**config.mk**
```make
export PLATFORM = sky130hd
export DESIGN_NAME = uart_cmd_bridge
export DESIGN_NICKNAME = d
export VERILOG_FILES = /design/src/rtl/uart_cmd_bridge.sv
export SDC_FILE = /design/constraint.sdc
export NUM_CORES = 1
export LEC_CHECK = 0
export CORE_MARGIN = 5
export CORE_UTILIZATION = 58
export DETAILED_ROUTE_END_ITERATION = 12
export GPL_TIMING_DRIVEN = 0
export PLACE_DENSITY = 0.82
export RECOVER_POWER = 50
export SLEW_MARGIN = 10
export SYNTH_ARGS = -nofsm -noshare
export SYNTH_HDL_FRONTEND = slang
export SYNTH_SLANG_ARGS = --single-unit
export TNS_END_PERCENT = 10
```
**constraint.sdc**
```tcl
create_clock -name iClk -period 4.1 [get_ports iClk]
set_clock_uncertainty 0.2 [all_clocks]
set_input_delay 0.615 -clock iClk [delete_from_list [all_inputs] [get_ports iClk]]
set_output_delay 0.615 -clock iClk [all_outputs]
set_load 0.005 [all_outputs]
```
**src/rtl/uart_cmd_bridge.sv**
```systemverilog
// ASCII command interpreter: pops hex R/W commands from the RX FIFO, runs one
// register-bus transaction per command and queues the ASCII reply to the TX FIFO.
module uart_cmd_bridge #(
  parameter int unsigned pTimeoutCycles = 32'd12_000_000
) (
  input  logic        iClk,
  input  logic        iRst,
  output logic        oRxEn,
  input  logic        iRxEmpty,
  input  logic [7:0]  iRxData,
  output logic        oTxEn,
  input  logic        iTxFull,
  output logic [7:0]  oTxData,
  output logic [7:0]  oRegAddr,
  output logic [15:0] oRegWrData,
  output logic        oRegWr,
  output logic        oRegRd,
  input  logic [15:0] iRegRdData,
  output logic        oBusy,
  output logic        oCmdErr
);

  typedef enum logic [2:0] {
    IDLE, FETCH, LATCH, PARSE, EXEC_RD, WAIT_RD, EXEC_WR, RESP
  } state_t;

  localparam bit          TMO_ON   = (pTimeoutCycles != 32'd0);
  localparam logic [31:0] TMO_LAST = TMO_ON ? (pTimeoutCycles - 32'd1) : 32'd0;

  // {valid, nibble} for an ASCII hex digit of either case
  function automatic logic [4:0] hex_decode(input logic [7:0] c);
    logic [4:0] r;
    if (c >= 8'h30 && c <= 8'h39) begin
      r = {1'b1, c[3:0]};
    end else if ((c >= 8'h41 && c <= 8'h46) || (c >= 8'h61 && c <= 8'h66)) begin
      r = {1'b1, c[3:0] + 4'd9};
    end else begin
      r = 5'd0;
    end
    return r;
  endfunction

  function automatic logic [7:0] to_ascii(input logic [3:0] n);
    return (n < 4'd10) ? {4'h3, n} : (8'h37 + {4'h0, n});
  endfunction

  function automatic logic [7:0] resp_byte(input logic [47:0] r, input logic [2:0] i);
    logic [7:0] b;
    case (i)
      3'd0:    b = r[47:40];
      3'd1:    b = r[39:32];
      3'd2:    b = r[31:24];
      3'd3:    b = r[23:16];
      3'd4:    b = r[15:8];
      3'd5:    b = r[7:0];
      default: b = 8'h00;
    endcase
    return b;
  endfunction

  state_t      state;
  logic [7:0]  ch;
  logic        pend;
  logic        err;
  logic        is_wr;
  logic [2:0]  dcnt;
  logic [23:0] cmd_buf;
  logic [47:0] resp;
  logic [2:0]  resp_len;
  logic [2:0]  idx;
  logic [31:0] tmo_cnt;

  logic        hex_ok;
  logic [3:0]  hex_nib;
  logic        is_term;
  logic        is_rd_letter;
  logic        is_wr_letter;
  logic [2:0]  need;

  assign {hex_ok, hex_nib} = hex_decode(ch);
  assign is_term      = (ch == 8'h0D) || (ch == 8'h0A);
  assign is_rd_letter = (ch == 8'h52) || (ch == 8'h72);
  assign is_wr_letter = (ch == 8'h57) || (ch == 8'h77);
  assign need         = is_wr ? 3'd6 : 3'd2;

  // The full flag must be honoured in the same cycle the write is presented,
  // so the strobe is gated combinationally; the data byte itself is registered.
  assign oTxEn = (state == RESP) && !iTxFull;

  // Command FSM: fetch, parse, execute and reply
  always_ff @(posedge iClk) begin
    if (iRst) begin
      state      <= IDLE;
      ch         <= 8'h00;
      pend       <= 1'b0;
      err        <= 1'b0;
      is_wr      <= 1'b0;
      dcnt       <= 3'd0;
      cmd_buf    <= 24'h000000;
      resp       <= 48'h0;
      resp_len   <= 3'd0;
      idx        <= 3'd0;
      tmo_cnt    <= 32'd0;
      oRxEn      <= 1'b0;
      oTxData    <= 8'h00;
      oRegAddr   <= 8'h00;
      oRegWrData <= 16'h0000;
      oRegWr     <= 1'b0;
      oRegRd     <= 1'b0;
      oBusy      <= 1'b0;
      oCmdErr    <= 1'b0;
    end else begin
      oRxEn   <= 1'b0;
      oRegRd  <= 1'b0;
      oRegWr  <= 1'b0;
      oCmdErr <= 1'b0;
      oBusy   <= 1'b1;
      case (state)
        IDLE: begin
          if (!iRxEmpty) begin
            oRxEn   <= 1'b1;
            tmo_cnt <= 32'd0;
            state   <= FETCH;
          end else if (pend && TMO_ON) begin
            if (tmo_cnt == TMO_LAST) begin
              pend    <= 1'b0;
              err     <= 1'b0;
              tmo_cnt <= 32'd0;
              oBusy   <= 1'b0;
            end else begin
              tmo_cnt <= tmo_cnt + 32'd1;
            end
          end else begin
            oBusy <= pend;
          end
        end
        FETCH: state <= LATCH;
        LATCH: begin
          ch    <= iRxData;
          state <= PARSE;
        end
        PARSE: begin
          if (is_term) begin
            pend <= 1'b0;
            err  <= 1'b0;
            if (!pend) begin
              state <= IDLE;
              oBusy <= 1'b0;
            end else if (err || dcnt != need) begin
              resp     <= {8'h3F, 8'h0D, 8'h0A, 24'h000000};
              resp_len <= 3'd3;
              idx      <= 3'd0;
              oTxData  <= 8'h3F;
              oCmdErr  <= 1'b1;
              state    <= RESP;
            end else if (is_wr) begin
              oRegAddr   <= cmd_buf[23:16];
              oRegWrData <= cmd_buf[15:0];
              oRegWr     <= 1'b1;
              state      <= EXEC_WR;
            end else begin
              oRegAddr <= cmd_buf[7:0];
              oRegRd   <= 1'b1;
              state    <= EXEC_RD;
            end
          end else begin
            pend  <= 1'b1;
            state <= IDLE;
            if (!pend) begin
              dcnt    <= 3'd0;
              cmd_buf <= 24'h000000;
              is_wr   <= is_wr_letter;
              err     <= !(is_rd_letter || is_wr_letter);
            end else if (err) begin
              err <= 1'b1;
            end else if (hex_ok && dcnt < need) begin
              cmd_buf <= {cmd_buf[19:0], hex_nib};
              dcnt    <= dcnt + 3'd1;
            end else begin
              err <= 1'b1;
            end
          end
        end
        EXEC_RD: state <= WAIT_RD;
        WAIT_RD: begin
          resp     <= {to_ascii(iRegRdData[15:12]), to_ascii(iRegRdData[11:8]),
                       to_ascii(iRegRdData[7:4]), to_ascii(iRegRdData[3:0]), 8'h0D, 8'h0A};
          resp_len <= 3'd6;
          idx      <= 3'd0;
          oTxData  <= to_ascii(iRegRdData[15:12]);
          state    <= RESP;
        end
        EXEC_WR: begin
          resp     <= {8'h4B, 8'h0D, 8'h0A, 24'h000000};
          resp_len <= 3'd3;
          idx      <= 3'd0;
          oTxData  <= 8'h4B;
          state    <= RESP;
        end
        RESP: begin
          if (!iTxFull) begin
            if (idx == resp_len - 3'd1) begin
              oTxData <= 8'h00;
              oBusy   <= 1'b0;
              state   <= IDLE;
            end else begin
              idx     <= idx + 3'd1;
              oTxData <= resp_byte(resp, idx + 3'd1);
            end
          end else begin
            idx <= idx;
          end
        end
        default: state <= IDLE;
      endcase
    end
  end

endmodule

```
* Word-level counts from Yosys, hierarchy flattened
Cells that the tools add are included.
Cells by class: add/subtract/negate cells 9, reduce and logical (&&, ||, !) cells 34, $mul 0, multiplexer cells 69, div/mod/pow operators 0, bitwise gates (word level) 5, $lt $le $gt $ge 11, equal/unequal tests 34, shifts and indexed selects 0
Operator list (number):
- 48-bit 2-to-1 mux | 3
- 48-bit one-hot mux with 3 select lines | 1
- 32-bit 2-to-1 mux | 3
- 24-bit 2-to-1 mux | 3
- 3-bit 2-to-1 mux | 17
- 8-bit 2-to-1 mux | 6
- 8-bit one-hot mux with 6 select lines | 1
- 32-bit by 1-bit adder with 32-bit output, second input constant | 1
- 32-bit by 24-bit equality test with 1-bit output, second input constant | 1
- 8-bit by 7-bit equality test with 1-bit output, second input constant | 4
- 8-bit one-hot mux with 4 select lines | 1
- 6-bit by 4-bit adder with 7-bit output, first input constant | 4
- 7-bit 2-to-1 mux | 4
- 3-bit one-hot mux with 7 select lines | 1
- 1-bit 2-to-1 mux | 20
- 2-bit inequality test, second input constant | 10
- 3-bit equality test, second input constant | 6
- 3-bit one-hot mux with 3 select lines | 2
- 8-bit by 4-bit equality test with 1-bit output, second input constant | 2
- 8-bit by 7-bit greater-or-equal comparator with 1-bit output, second input constant | 2
- 8-bit by 7-bit <= comparator with 1-bit output, second input constant | 2
- 4-bit less-than comparator, second input constant | 4
- 4-bit AND reduction | 4
- 3-bit by 2-bit equality test with 1-bit output, second input constant | 4
- other kinds (29) | 56
Storage, ports and cells: bits in latches 0, RAM bits 0, register bits 164, input port bits 28, memories 0, ROM bits 0

* Logic depth before layout (Yosys ltp)
depth in word-level cells 11, mapped depth 11, depth with buffers taken out 7

* Least setup slack after synthesis
No wires, ideal clock.
kind reg-to-reg, start reg is_wr, end reg resp[16], arrival time 2.603 ns, path buffers 4, library setup time 0.065 ns, required time 3.835 ns, stages on the path, launching flop included 12, slack 1.231 ns, cells stage by stage dfxtp_1 clkbuf_1 clkbuf_1 inv_1 ha_1 nand2_1 or2_2 buf_1 a21boi_0 clkbuf_1 a22oi_1 nor2_1
On the way: cells in the longest elaborated chain, start to end 5
RTL lines:
- from (decl) | line 65 | logic is_wr;
- from (signal assigned) | line 172 | is_wr <= is_wr_letter;
- 3-bit 2-to-1 mux | line 84 | assign need = is_wr ? 3'd6 : 3'd2;
- 3-bit inequality test | line 149 | end else if (err || dcnt != need) begin
- 1-bit logical OR | line 149
- 2-bit inequality test (no line)
- 4-bit AND reduction (no line)
- to (signal assigned) | line 150 | resp <= {8'h3F, 8'h0D, 8'h0A, 24'h000000};
- to (signal assigned) | line 186 | resp <= {to_ascii(iRegRdData[15:12]), to_ascii(iRegRdData[11:8]),
- to (signal assigned) | line 194 | resp <= {8'h4B, 8'h0D, 8'h0A, 24'h000000};
- to (decl) | line 68 | logic [47:0] resp;
No other way between the ends. A chain may end at the register's enable or synchronous reset.

* Final worst setup path
start reg is_wr, end reg oTxData[0]
On the way: cells in the longest elaborated chain, start to end 5
RTL lines:
- 3-bit 2-to-1 mux | line 84
- 3-bit inequality test | line 149
- 1-bit logical OR | line 149
- 2-bit inequality test (no line)
- 5-bit AND reduction (no line)
- to (signal assigned) | line 190 | oTxData <= to_ascii(iRegRdData[15:12]);
- to (signal assigned) | line 208 | oTxData <= resp_byte(resp, idx + 3'd1);
- to (decl) | line 13 | output logic [7:0] oTxData,
No other way between the ends.

==> flow_summary.yaml <==
cts:
  clock_latency_ps: 420
  cts.reportedPaths.clkPinSlew_ps: 60
  cts_tree: "done"
  cts.sinks: 143
  hold_buffers: 0
  cts_htree_levels: 4
  cts_resized: 0
  cts_buffer_depth: 2
  cts_root_buf: "clkbuf_16"
  numCtsBuffers: 17
  cts_setup_buffers: 0
routing:
  drc: 0
  postRouteAntennaNets: 0
  vias: 6236
  firstDrtPassIters: 5
  wl_per_cell_microns: 16.3
  drt-total-wl_microns: 17300
  drtIter0Drc: 605
  avgViaCountPerCell: 5.88
layout:
  drive_above_1_share: 0.0689
  fillerInstances: 945
  area_growth_pct: 19.8
  finalNetCount: 947
  num_antenna_cells: 0
  register_area_sq_um: 2860
  multiInputGateArea_sq_um: 3770
  finalNonFillerCells: 1061
  final_util: 0.707
global_routing:
  overflow: 0
  grt_usage: 0.249
  grt_max_degree: 17
  grt_pass1_vias: 5981
  grt_pass1_wl_microns: 29200
  antenna_found_initial: 0
floorplan:
  core_area_sq_um: 12000
  ios: 66
  die_x_microns: 120
  std_cell_rows: 40
  initial_utilization: 0.590
  fp.dieH_microns: 120
  die_area_sq_um: 14500
worst_setup_path:
  r2r_end: "oTxData[0]$_SDFFE_PP0P_"
  cp.depth: 10
  worstPathRequired_ps: 4180
  crit_path_max_incr_delay_ps: 590
  slowest_stage: "a2111oi_0"
  arrival_ps: 3680
  r2r-start: "is_wr$_SDFFE_PP0P_"
  worstPathCellList: "clkbuf_1, clkbuf_1, inv_1, ha_1, nand2_1, or2_2, clkbuf_1, a21boi_0, a2111oi_0, nor3_1"
  path_max_fanout: 10
  critPathCaptureType: "register"
  critPathMostFrequentCell: "clkbuf_1"
  rrSetupSlack_ps: 500
  critPathTopFamily: "buffers and inverters"
  crit_type: "reg -> reg"
  crit_buf_inv: 4
  ff2ff_path_depth: 10
  cp-start-kind: "register"
flow_run:
  cap_violations: 0
placement:
  post-dp-hpwl_microns: 12400
  pre_cts_ws_ps: 628
  dp.cells: 1029
  place.gp.congestion: 0.927
  port-buffer-count: 64
timing:
  whs_ps: 254
  max_freq_mhz: 278
  period_share: 0.878
  finalCriticalPeriod_ps: 3600
  setup_slack_ps: 500
  slew-limit-headroom: 0.182
  finalHoldViolCount: 0
  tightest_slew_ps: 1210
  setup_violations: 0
  rsz0062_at_grt: "false"
  slew_viol_final: 0
  setup-tns-final_ps: 0
logic_synthesis:
  syn-cell-area_sq_um: 7060
  syn_area_per_cell_sq_um: 8.63
  synth_top_area_frac: 0.406
  ys_ff_latch: 143
  synth_area_leader_cell: "dfxtp_1"
  syn_inst: 818
  yosys-top-cells-count: "dfxtp_1 (143), nor2_1 (94), nand2_1 (79)"
  ys_warn_count: 0
  ys.flop_type: "dfxtp_1"
  synth_cell_types: 72
  syn-num-nets: 864
  synth_area_leaders: "dfxtp_1 (41%), mux2i_1 (6.8%), nor2_1 (5.0%)"
  async_reset_ff_frac: 0
  yosysMostFrequentCell: "dfxtp_1"
  synth-edff-count: 0
  synth-seq-area-share: 0.406
worst_hold_path:
  worstHoldStart: "oRegWrData[4]$_SDFFE_PP0P_"
  hold_depth: 2
  whs_endpoint: "oRegWrData[4]$_SDFFE_PP0P_"
  min_path_type: "reg -> reg"
status:
  outcome: "finished clean"
pwr:
  power.density_nw_per_um2: 391
  peakVddDrop_mv: 0.299
  power_leakage_nw: 3.00
==> layout make-up <==
type	count	area share
well taps	147	0.0217
multi-input cells	593	0.446
clock inverters	9	0.0185
clock buffers	23	0.0565
inverters	26	0.0115
plain buffers	56	0.0318
repair buffers	64	0.0757
flip-flops and latches	143	0.338
==> placed cells by master (no fill, tap or decap), types with 7 or more instances in the layout <==
cell	instances
dfxtp_1	143
nor2_1	94
nand2_1	79
nand3_1	61
clkbuf_1	48
mux2i_1	48
a21oi_1	45
dlygate4sd3_1	38
o21ai_0	28
inv_1	26
clkdlybuf4s50_1	26
xnor2_1	19
xor2_1	18
a22oi_1	18
ha_1	18
clkbuf_16	17
nand4_1	15
nor3_1	12
a211oi_1	12
and3_1	10
a31oi_1	9
nor4_1	8
and4_1	7
==> worst register-to-register path: stages (launching register included) <==
cell and delay (ps):
dfxtp_1 330, clkbuf_1 530, clkbuf_1 450, inv_1 100, ha_1 320, nand2_1 90, or2_2 110, clkbuf_1 320
a21boi_0 320, a2111oi_0 590, nor3_1 110
==> how the worst max path moves through the flow <==
stage                                   from                         end  slack (ps)
final                     is_wr$_SDFFE_PP0P_     oTxData[0]$_SDFFE_PP0P_         500
after global routing      is_wr$_SDFFE_PP0P_     oTxData[0]$_SDFFE_PP0P_         300
after CTS                 is_wr$_SDFFE_PP0P_     oTxData[0]$_SDFFE_PP0P_         520
after detailed placement  is_wr$_SDFFE_PP0P_  oRegWrData[8]$_SDFFE_PP0P_         630
after global placement    is_wr$_SDFFE_PP0P_  oRegWrData[7]$_SDFFE_PP0P_         700
after floorplan           is_wr$_SDFFE_PP0P_       resp[16]$_SDFFE_PP0P_        1230
==> per-layer routing <==
metal	GRT usage	wire, microns	share of wire
met2	0.399	8090	0.47
met4	0.0630	183	0.011
met5	0	0	0
met3	0.0688	1150	0.067
met1	0.333	7830	0.45
==> power by group <==
part           switching [W]  leakage, nW  internal (W)
Sequential         0.0000178         1.15       0.00141
Clock               0.000583        0.300       0.00107
Combinational       0.000139         1.55     0.0000947
Total               0.000740         3.00       0.00257
==> cells by family after synthesis <==
logic type / synth area share
other: 0.000531
AND/OR/NAND/NOR: 0.244
adder cells (fa/ha/maj): 0.0319
multiplexers: 0.0697
AO/OA/AOI/OAI: 0.146
XOR/XNOR: 0.0491
flip-flops: 0.406
buffers and inverters: 0.0537
==> registers in the layout, indices dropped and copies added (netlist names), 3 cells and up <==
name and cells:
ch 8, cmd_buf 24, dcnt 3, idx 3, oRegAddr 8, oRegWrData 16
oTxData 7, resp 28, resp_len 3, state 3, tmo_cnt 32
==> through the flow <==
stage | instance area, sq um | total power (W)
6_report | 8460 | 0.00331
2_1_floorplan | 7060 | 0.00161
5_1_grt | 8460 | 0.00341
3_5_place_dp | 7880 | 0.00169
3_3_place_gp | 7880 | 0.00169
4_1_cts | 8520 | 0.00332
Note: power is estimated with default switching activity, not from simulation.
